[config.mk]
export PLATFORM = sky130hd
export DESIGN_NAME = full_adder_db
export DESIGN_NICKNAME = d
export VERILOG_FILES = /design/src/rtl/full_adder_db.sv
export SDC_FILE = /design/constraint.sdc
export NUM_CORES = 1
export LEC_CHECK = 0
export ABC_AREA = 1
export BUFFER_PORTS_ARGS = -buffer_cell sky130_fd_sc_hd__buf_2
export CAP_MARGIN = 0
export CELL_PAD_IN_SITES_DETAIL_PLACEMENT = 0
export CELL_PAD_IN_SITES_GLOBAL_PLACEMENT = 1
export CORE_UTILIZATION = 34
export CTS_BUF_LIST = sky130_fd_sc_hd__clkbuf_2 sky130_fd_sc_hd__clkbuf_4 sky130_fd_sc_hd__clkbuf_8
export DETAILED_ROUTE_END_ITERATION = 10
export GPL_TIMING_DRIVEN = 0
export PLACE_DENSITY = 0.74
export SYNTH_ARGS = -nofsm -noshare
export SYNTH_HDL_FRONTEND = slang
export SYNTH_SLANG_ARGS = --single-unit
[constraint.sdc]
create_clock -name clk -period 1.7 [get_ports clk]
set_clock_uncertainty 0.2 [all_clocks]
set_input_delay 0.085 -clock clk [delete_from_list [all_inputs] [get_ports clk]]
set_output_delay 0.085 -clock clk [all_outputs]
set_load 0.05 [all_outputs]
[src/rtl/full_adder_db.sv]
// One-bit full adder with debug wrapper: registered result copies, bit-serial
// carry chaining, a truth-table coverage bitmap and a saturating carry counter.
module full_adder_db #(
    parameter int CNT_W = 8
) (
    input  logic             clk,
    input  logic             rst,
    input  logic             a,
    input  logic             b,
    input  logic             cin,
    input  logic             serial_en,
    input  logic             cov_clr,
    output logic             s,
    output logic             cout,
    output logic             s_q,
    output logic             cout_q,
    output logic             carry_q,
    output logic [7:0]       cov,
    output logic             cov_all,
    output logic [CNT_W-1:0] cout_cnt
);

    logic             cEff;
    logic [2:0]       covIdx;
    logic             carry_d;
    logic [7:0]       cov_d;
    logic [CNT_W-1:0] cnt_d;

    // The adder core stays purely combinational so it behaves as a leaf cell
    always_comb begin
        cEff    = serial_en ? carry_q : cin;
        s       = a ^ b ^ cEff;
        cout    = (a & b) | (a & cEff) | (b & cEff);
        covIdx  = {a, b, cEff};
        cov_all = &cov;
    end

    // Leaving serial mode flushes the carry so the next serial word starts clean
    always_comb begin
        carry_d = serial_en ? cout : 1'b0;
        cov_d   = cov;
        cnt_d   = cout_cnt;
        if (cov_clr) begin
            cov_d = '0;
            cnt_d = '0;
        end else begin
            cov_d[covIdx] = 1'b1;
            if (cout && (cout_cnt != {CNT_W{1'b1}})) begin
                cnt_d = cout_cnt + CNT_W'(1);
            end
        end
    end

    always_ff @(posedge clk or posedge rst) begin
        if (rst) begin
            s_q      <= 1'b0;
            cout_q   <= 1'b0;
            carry_q  <= 1'b0;
            cov      <= '0;
            cout_cnt <= '0;
        end else begin
            s_q      <= s;
            cout_q   <= cout;
            carry_q  <= carry_d;
            cov      <= cov_d;
            cout_cnt <= cnt_d;
        end
    end

endmodule

# Yosys cells after proc, flatten, opt, wreduce, memory -nomap -nowiden

Cells that the tools add are included.
Widths: inputs -> output; s select.

Bits in registers: 19
Output and inout port bits: 22
Word-level logic and storage cells: 28

$add $sub $neg: 1
Order comparisons: 2
Eq/ne operators: 1
Muxes and demuxes: 7
Bitwise logic cells: 8
Reductions and logical operators: 4

Operators with widths:

| cell                | count |
|---|---|
| $mux 8              | 3 |
| $add 8x1->8 const B | 1 |
| $ne 8x8->1 const B  | 1 |
| $or 8x8->8          | 1 |
| $reduce_and 8->1    | 1 |
| $lt 3x4->1 const B  | 1 |
| $and 1x1->1         | 3 |
| $demux 1 s3         | 1 |
| $ge 3x1->1 const B  | 1 |
| $mux 1              | 3 |
| $logic_and 1x1->1   | 2 |
| $or 1x1->1          | 2 |
| $reduce_bool 2->1   | 1 |
| $xor 1x1->1         | 2 |

# Longest topological paths before layout

Gate-level depths: netlist of the first run.

Word-level depth: 7
Mapped depth: 9

# Worst setup path after synthesis of the first run

Ideal clock, no wire load.

Path kind: reg2reg
Start: register carry_q
End: register cout_cnt[0]
Setup time: 0.076 ns
Arrival: 1.985 ns
Required time: 1.424 ns
Setup slack: -0.562 ns
Stages on the path, launching flop included: 8
Buffers on the path: 0
Period minus slack after synthesis: 2.262 ns
Path through: dfrtp_1 nand2_1 nand2_1 fa_1 inv_1 a21oi_1 nand3_1 o21ai_1

Cells in the longest elaborated chain, start to end: 6
Elaborated cells on any way between the ends: 7

RTL lines:

| element                       | line | source |
|---|---|---|
| from (decl)                   | 17   | `output logic carry_q,` |
| from (signal assigned)        | 64   | `carry_q <= carry_d;` |
| $mux 1 *                      | 31   | `cEff = serial_en ? carry_q : cin;` |
| $and 1x1->1                   | 33   | `cout = (a & b) \| (a & cEff) \| (b & cEff);` |
| $or 1x1->1                    | 33   |  |
| $or 1x1->1 *                  | 33   |  |
| named net cout                | 14   | `output logic cout,` |
| $logic_and 1x1->1 *           | 48   | `if (cout && (cout_cnt != {CNT_W{1'b1}})) begin` |
| $reduce_bool 2->1 (no line) * | n/a  |  |
| to (signal assigned)          | 66   | `cout_cnt <= cnt_d;` |
| to (decl)                     | 20   | `output logic [CNT_W-1:0] cout_cnt` |

The timed path passes the listed nets; every way through them passes the cells marked *.
A chain may end at the register's enable or synchronous reset.

# Final worst setup path of the first run

Start: register carry_q
End: output port s

Cells in the longest elaborated chain, start to end: 2

RTL lines:

| element     | line | source |
|---|---|---|
| $mux 1      | 31   |  |
| $xor 1x1->1 | 32   | `s = a ^ b ^ cEff;` |
| to (decl)   | 13   | `output logic s,` |

No other way between the ends.

==> qor.yml, run 1 <==
global_route:
  grt_max_degree: 20
  grt_pass1_vias: 842
  grt_first_pass_wirelength_mm: 3.65
  antenna_found_initial: 0
  gr-usage-all-layers_pct: 14.6
  globalRouteOverflowTotal: 0
clock_tree:
  clkLatencyLatePin_ps: 290
  cts_tree: "done"
  clk_pin_slew_worst_paths_ps: 110
  cts.path.max_buffers: 2
  cts_inserted_buffers: 3
  ctsHoldBuffers: 2
  cts_root_buffer: "clkbuf_4"
  cts.sinks: 19
  htree_levels: 1
yosys:
  netlist.area_leader.share_pct: 47.8
  synthCells: 120
  synth_cell_type_count: 20
  yosys_warnings: 0
  async_flop_share_pct: 100
  syn_area_um2: 995
  ys_seq_area_share_pct: 47.8
  synth_ff_type: "dfrtp_1"
  syn-num-nets: 133
  ys_ff_latch: 19
  synth.top_cells.by_area: "dfrtp_1 (48%), nand2_1 (11%), inv_1 (6.8%)"
  synth_edf_count: 0
  synth_top_area_cell: "dfrtp_1"
  synth.avg_cell_area_um2: 8.29
sta:
  setup_slack_ps: -110
  setup_viol: 1
  tightest_slew_ps: 735
  whs_ps: -184
  hold_viol: 1
  finalSetupTns_ps: -110
  finalCriticalPeriod_ps: 1810
  rsz0062_at_grt: "yes"
  fin_crit_sh_pct: 106
  slew_violations: 0
  max_slew_margin_pct: 50.9
  max_freq_mhz: 553
route:
  wl_mm: 2.22
  via_per_inst: 4.69
  postRouteAntennaNets: 0
  wl_per_cell_um: 11.6
  drc: 0
  drt_iter0_markers: 10
  num_vias: 896
  dr.pass1.iters: 4
final_layout:
  n_antenna_cell: 0
  drive_gt1_share_pct: 38.8
  area_growth_syn_to_layout_pct: 37.5
  utilization_pct: 49.6
  fin_nets: 174
status:
  status: "finished with violations"
  violations: "hold timing, setup timing"
die:
  rows: 19
  core_area_um2: 2760
  die_w_um: 56.1
  die_h_um: 56.1
  die_area_um2: 3150
  pin_count: 29
  initial_core_util_pct: 36.1
pwr:
  power_leakage_nw: 0.729
  ir_worst_vdd_v: 0.000376
  power.density_nw_per_um2: 758
placed_design:
  io_buffers: 28
  gp_congestion: 0.776
  dp_hpwl_mm: 1.61
worst_hold_path:
  hold_class: "input port to flop"
  hp-start: "serial_en"
worst_setup_path:
  timing.rr.start: "carry_q"
  critPathLaunchType: "flop"
  critPathCaptureType: "output port"
  crit_type: "flop to output port"
  startpoint: "carry_q"
  crit_fanout: 2
  critical_path_required_ps: 1410
  arrival_ps: 1520
job:
  cap_violations: 0
-- state kept, by name, indices dropped and copies added (netlist names) --
signal    flops
cout_cnt      8
cov           8
carry_q       1
cout_q        1
s_q           1
-- synthesized netlist by cell type, drive strengths merged, types with 3 or more instances --
library cell and count:
nand2 33, nand3 9, nor2 13, nand4 3
ha 5, a21oi 10, dfrtp 19, inv 18
o21ai 3
-- power breakdown --
part / leakage, nW / total (mW) / internal, mW / switching, mW
clock network: 0.0184 / 0.243 / 0.107 / 0.136
registers: 0.254 / 0.492 / 0.476 / 0.0165
logic: 0.457 / 0.302 / 0.0949 / 0.207
-- cell usage in the layout, fill, tap and decap left out, drive strengths merged --
cell type,Yosys,layout
o21bai,1,1
ha,5,5
inv,18,19
nand2,33,33
nand4,3,3
or2,1,1
fa,1,1
clkbuf,1,5
nand3,9,9
a21oi,10,10
dfrtp,19,19
xor2,1,1
buf,0,34
o21ai,3,3
dlygate4sd3,0,2
nor3b,1,1
nor2,13,13
-- metal layers --
metal	wire length, um	part of all wire [%]	GRT usage [%]	vias up
met5	0	0	0	-
met4	16	0.72	5.23	0
met3	86	3.9	2.09	2
met2	1120	50	24.5	19
met1	997	45	19.2	424
li1	-	-	-	451
-- stage by stage --
stage          instance area, um2  hold WS, ps  power [mW]  instances  worst slack, ps
5_1_grt                      1370         -177        1.09        191             -172
4_1_cts                      1280         -199        1.02        189             -131
6_report                     1370         -184        1.04        191             -110
3_5_place_dp                 1190         55.6       0.743        179             38.0
2_1_floorplan                1010         -164       0.686        120             -147
3_3_place_gp                 1190         46.3       0.740        179             56.2
-- final timing paths --
check,slack (ps),endpoint,cells after the start
worst max-delay path,-110,s,4
worst min-delay path,-180,carry_q,3
worst max register to register,50,cout_cnt[2],9
worst min register to register,340,cov[3],2
max in group asynchronous,550,carry_q,3
min in group asynchronous,240,s_q,3
-- kinds of logic after synthesis --
| logic type | after synthesis | share of synthesized area (%) |
|---|---|---|
| buf+inv | 20 | 8.05 |
| simple gates | 60 | 27.7 |
| fa+ha+maj | 6 | 8.30 |
| xor+xnor | 1 | 0.881 |
| compound gates | 14 | 7.30 |
| flops | 19 | 47.8 |
-- critical path, cell delays in order (launching register included) --
cell,delay [ps]
dfrtp_2,420
nand2_2,60
nand2_2,60
fa_2,550
buf_8,150
-- final cells by class --
class                   count  area [um2]
fillers                   279        1390
multi-input cells          81         510
flip-flops and latches     19         477
repair buffers             36         229
inverters                  19        78.8
well taps                  31        38.8
clock buffers               4        30.0
plain buffers               1        3.75
-- timing repair --
item,4_1_cts,5_1_grt
pin swaps,2,4
hold endpoints to repair,22,1
gates resized for setup,6,17
setup buffers,4,2
setup endpoints to repair,2,9
gates cloned,0,0
Power figures use the tool's default switching activity.
==> run 2: changes to the inputs <==
- PLACE_DENSITY: 0.74 -> 0.78
==> run 2 against run 1 <==
Against the previous run: the flow still finishes with violations (hold timing, setup timing); routed wire length down 1.4%; clock power down 4%; total power down 2.4%; design area down 2.7%; utilization down 1.3 points; combinational power down 5%; hold slack worse by 16 ps; register-to-register slack about the same.
==> qor.yml, run 2 (synthesized netlist as in run 1, its figures left out) <==
worst_setup_path:
  worst-path-buf-inv: 1
  critPathLaunchType: "flop"
  ff2ff_path_depth: 9
  critPathMaxStageDelay_ps: 550
  slowest_stage: "fa_2"
  r2r_slack_ps: 50
  critical_path_required_ps: 1410
  crit_chain: "nand2_2 > nand2_2 > fa_2 > buf_8"
  timing.rr.start: "carry_q"
  critPathCaptureType: "output port"
  cpMostUsedCell: "nand2_2"
  arrival_ps: 1540
  crit_family: "adder cells"
  crit_type: "flop to output port"
  r2r_end: "cout_cnt[2]"
  crit_fanout: 2
  startpoint: "carry_q"
final_layout:
  utilization_pct: 48.3
  drive_gt1_share_pct: 35.4
  multi_input_area_um2: 495
  n_fill_cell: 277
  area_growth_syn_to_layout_pct: 33.8
  final_cell_mix: "buf_2 (26), nand2_1 (22), dfrtp_1 (18), inv_1 (17), nor2_1 (10)"
  seq_area_um2: 477
  fin_nets: 172
  top_regs: "cout_cnt: 8 flops, cov: 8 flops"
  n_antenna_cell: 0
  layout_commonest_cell: "buf_2"
  stdcell_count: 189
route:
  postRouteAntennaNets: 0
  wl_per_cell_um: 11.6
  via_per_inst: 4.81
  wl_mm: 2.19
  drt_iter0_markers: 20
  drc: 0
  dr.pass1.iters: 4
  num_vias: 909
pwr:
  finalPower_mw: 1.01
  power.density_nw_per_um2: 761
  power_leakage_nw: 0.714
  ir_worst_vdd_v: 0.000492
sta:
  setup_viol: 1
  max_slew_margin_pct: 51.2
  hold_viol: 2
  rsz0062_at_grt: "yes"
  finalCriticalPeriod_ps: 1820
  whs_ps: -200
  slew_violations: 0
  max_freq_mhz: 549
  fin_crit_sh_pct: 107
  tightest_slew_ps: 732
  setup_slack_ps: -121
status:
  status: "finished with violations"
  violations: "hold timing, setup timing"
worst_hold_path:
  hold_class: "input port to flop"
  min_to: "carry_q"
  hold_depth: 3
  hp-start: "serial_en"
global_route:
  antenna_found_initial: 0
  globalRouteOverflowTotal: 0
  grt_pass1_vias: 914
  gr-usage-all-layers_pct: 15.3
  grt_first_pass_wirelength_mm: 3.82
  grt_max_degree: 20
clock_tree:
  htree_levels: 1
  cts_root_buffer: "clkbuf_4"
  ctsHoldBuffers: 2
  clk_pin_slew_worst_paths_ps: 110
  cts.path.max_buffers: 2
  clkLatencyLatePin_ps: 300
  cts_inserted_buffers: 3
  cts.sinks: 19
  cts_tree: "done"
die:
  rows: 19
  core_area_um2: 2760
  initial_core_util_pct: 36.1
  die_area_um2: 3150
  pin_count: 29
  die_h_um: 56.1
  die_w_um: 56.1
job:
  cap_violations: 0
placed_design:
  gp_congestion: 0.753
  io_buffers: 28
  place_inst: 179
  dp_hpwl_mm: 1.55
## run 2: layer usage
layer	vias up	global-route usage, %	part of all wire, %
li1	449	-	-
met1	432	17.7	43
met2	26	27.7	51
met3	2	5.35	5.6
met4	0	2.09	0.41
met5	-	0	0
## run 2: worst max path at each step
| stage | cells past startpoint | endpoint | slack (ps) |
|---|---|---|---|
| floorplan | 8 | cout_cnt[3] | -150 |
| global placement | 4 | s | 60 |
| detailed placement | 4 | s | 50 |
| CTS | 4 | s | -140 |
| global route | 4 | s | -180 |
| finish | 4 | s | -120 |
## run 2: repair_timing
action                     4_1_cts  5_1_grt
gates resized for setup          5       13
buffers inserted                 2        2
setup endpoints to repair        2        9
hold endpoints to repair        23        2
pin swaps                        2        4
## run 2: area by class of cell
cell class                 count  area share (%)
multi-input combinational     81            37.2
sequential                    19            35.8
timing repair buffer          34            15.8
inverter                      19            5.92
tap                           31            2.91
clock buffer                   3            1.69
clock inverter                 1           0.376
buffer                         1           0.282
## run 2: worst min-delay path, delay by kind of cell
kind                   cells  cell delay (ps)
and+or+nand+nor            1               50
buffers and inverters      2              140
## run 2: power breakdown
| group | leakage [nW] | total, mW | internal, mW | switching (mW) |
|---|---|---|---|---|
| sequential | 0.254 | 0.493 | 0.476 | 0.0171 |
| combinational | 0.442 | 0.286 | 0.0852 | 0.201 |
| clock | 0.0177 | 0.234 | 0.0877 | 0.147 |
## run 2: stage by stage
step / TNS [ps] / area [um2] / setup slack [ps] / hold slack (ps)
global route: -228 / 1330 / -178 / -199
finish: -121 / 1330 / -121 / -200
CTS: -140 / 1260 / -140 / -206
detailed placement: 0 / 1190 / 51.2 / 42.0
global placement: 0 / 1190 / 55.9 / 49.2
floorplan: -1110 / 1010 / -147 / -164
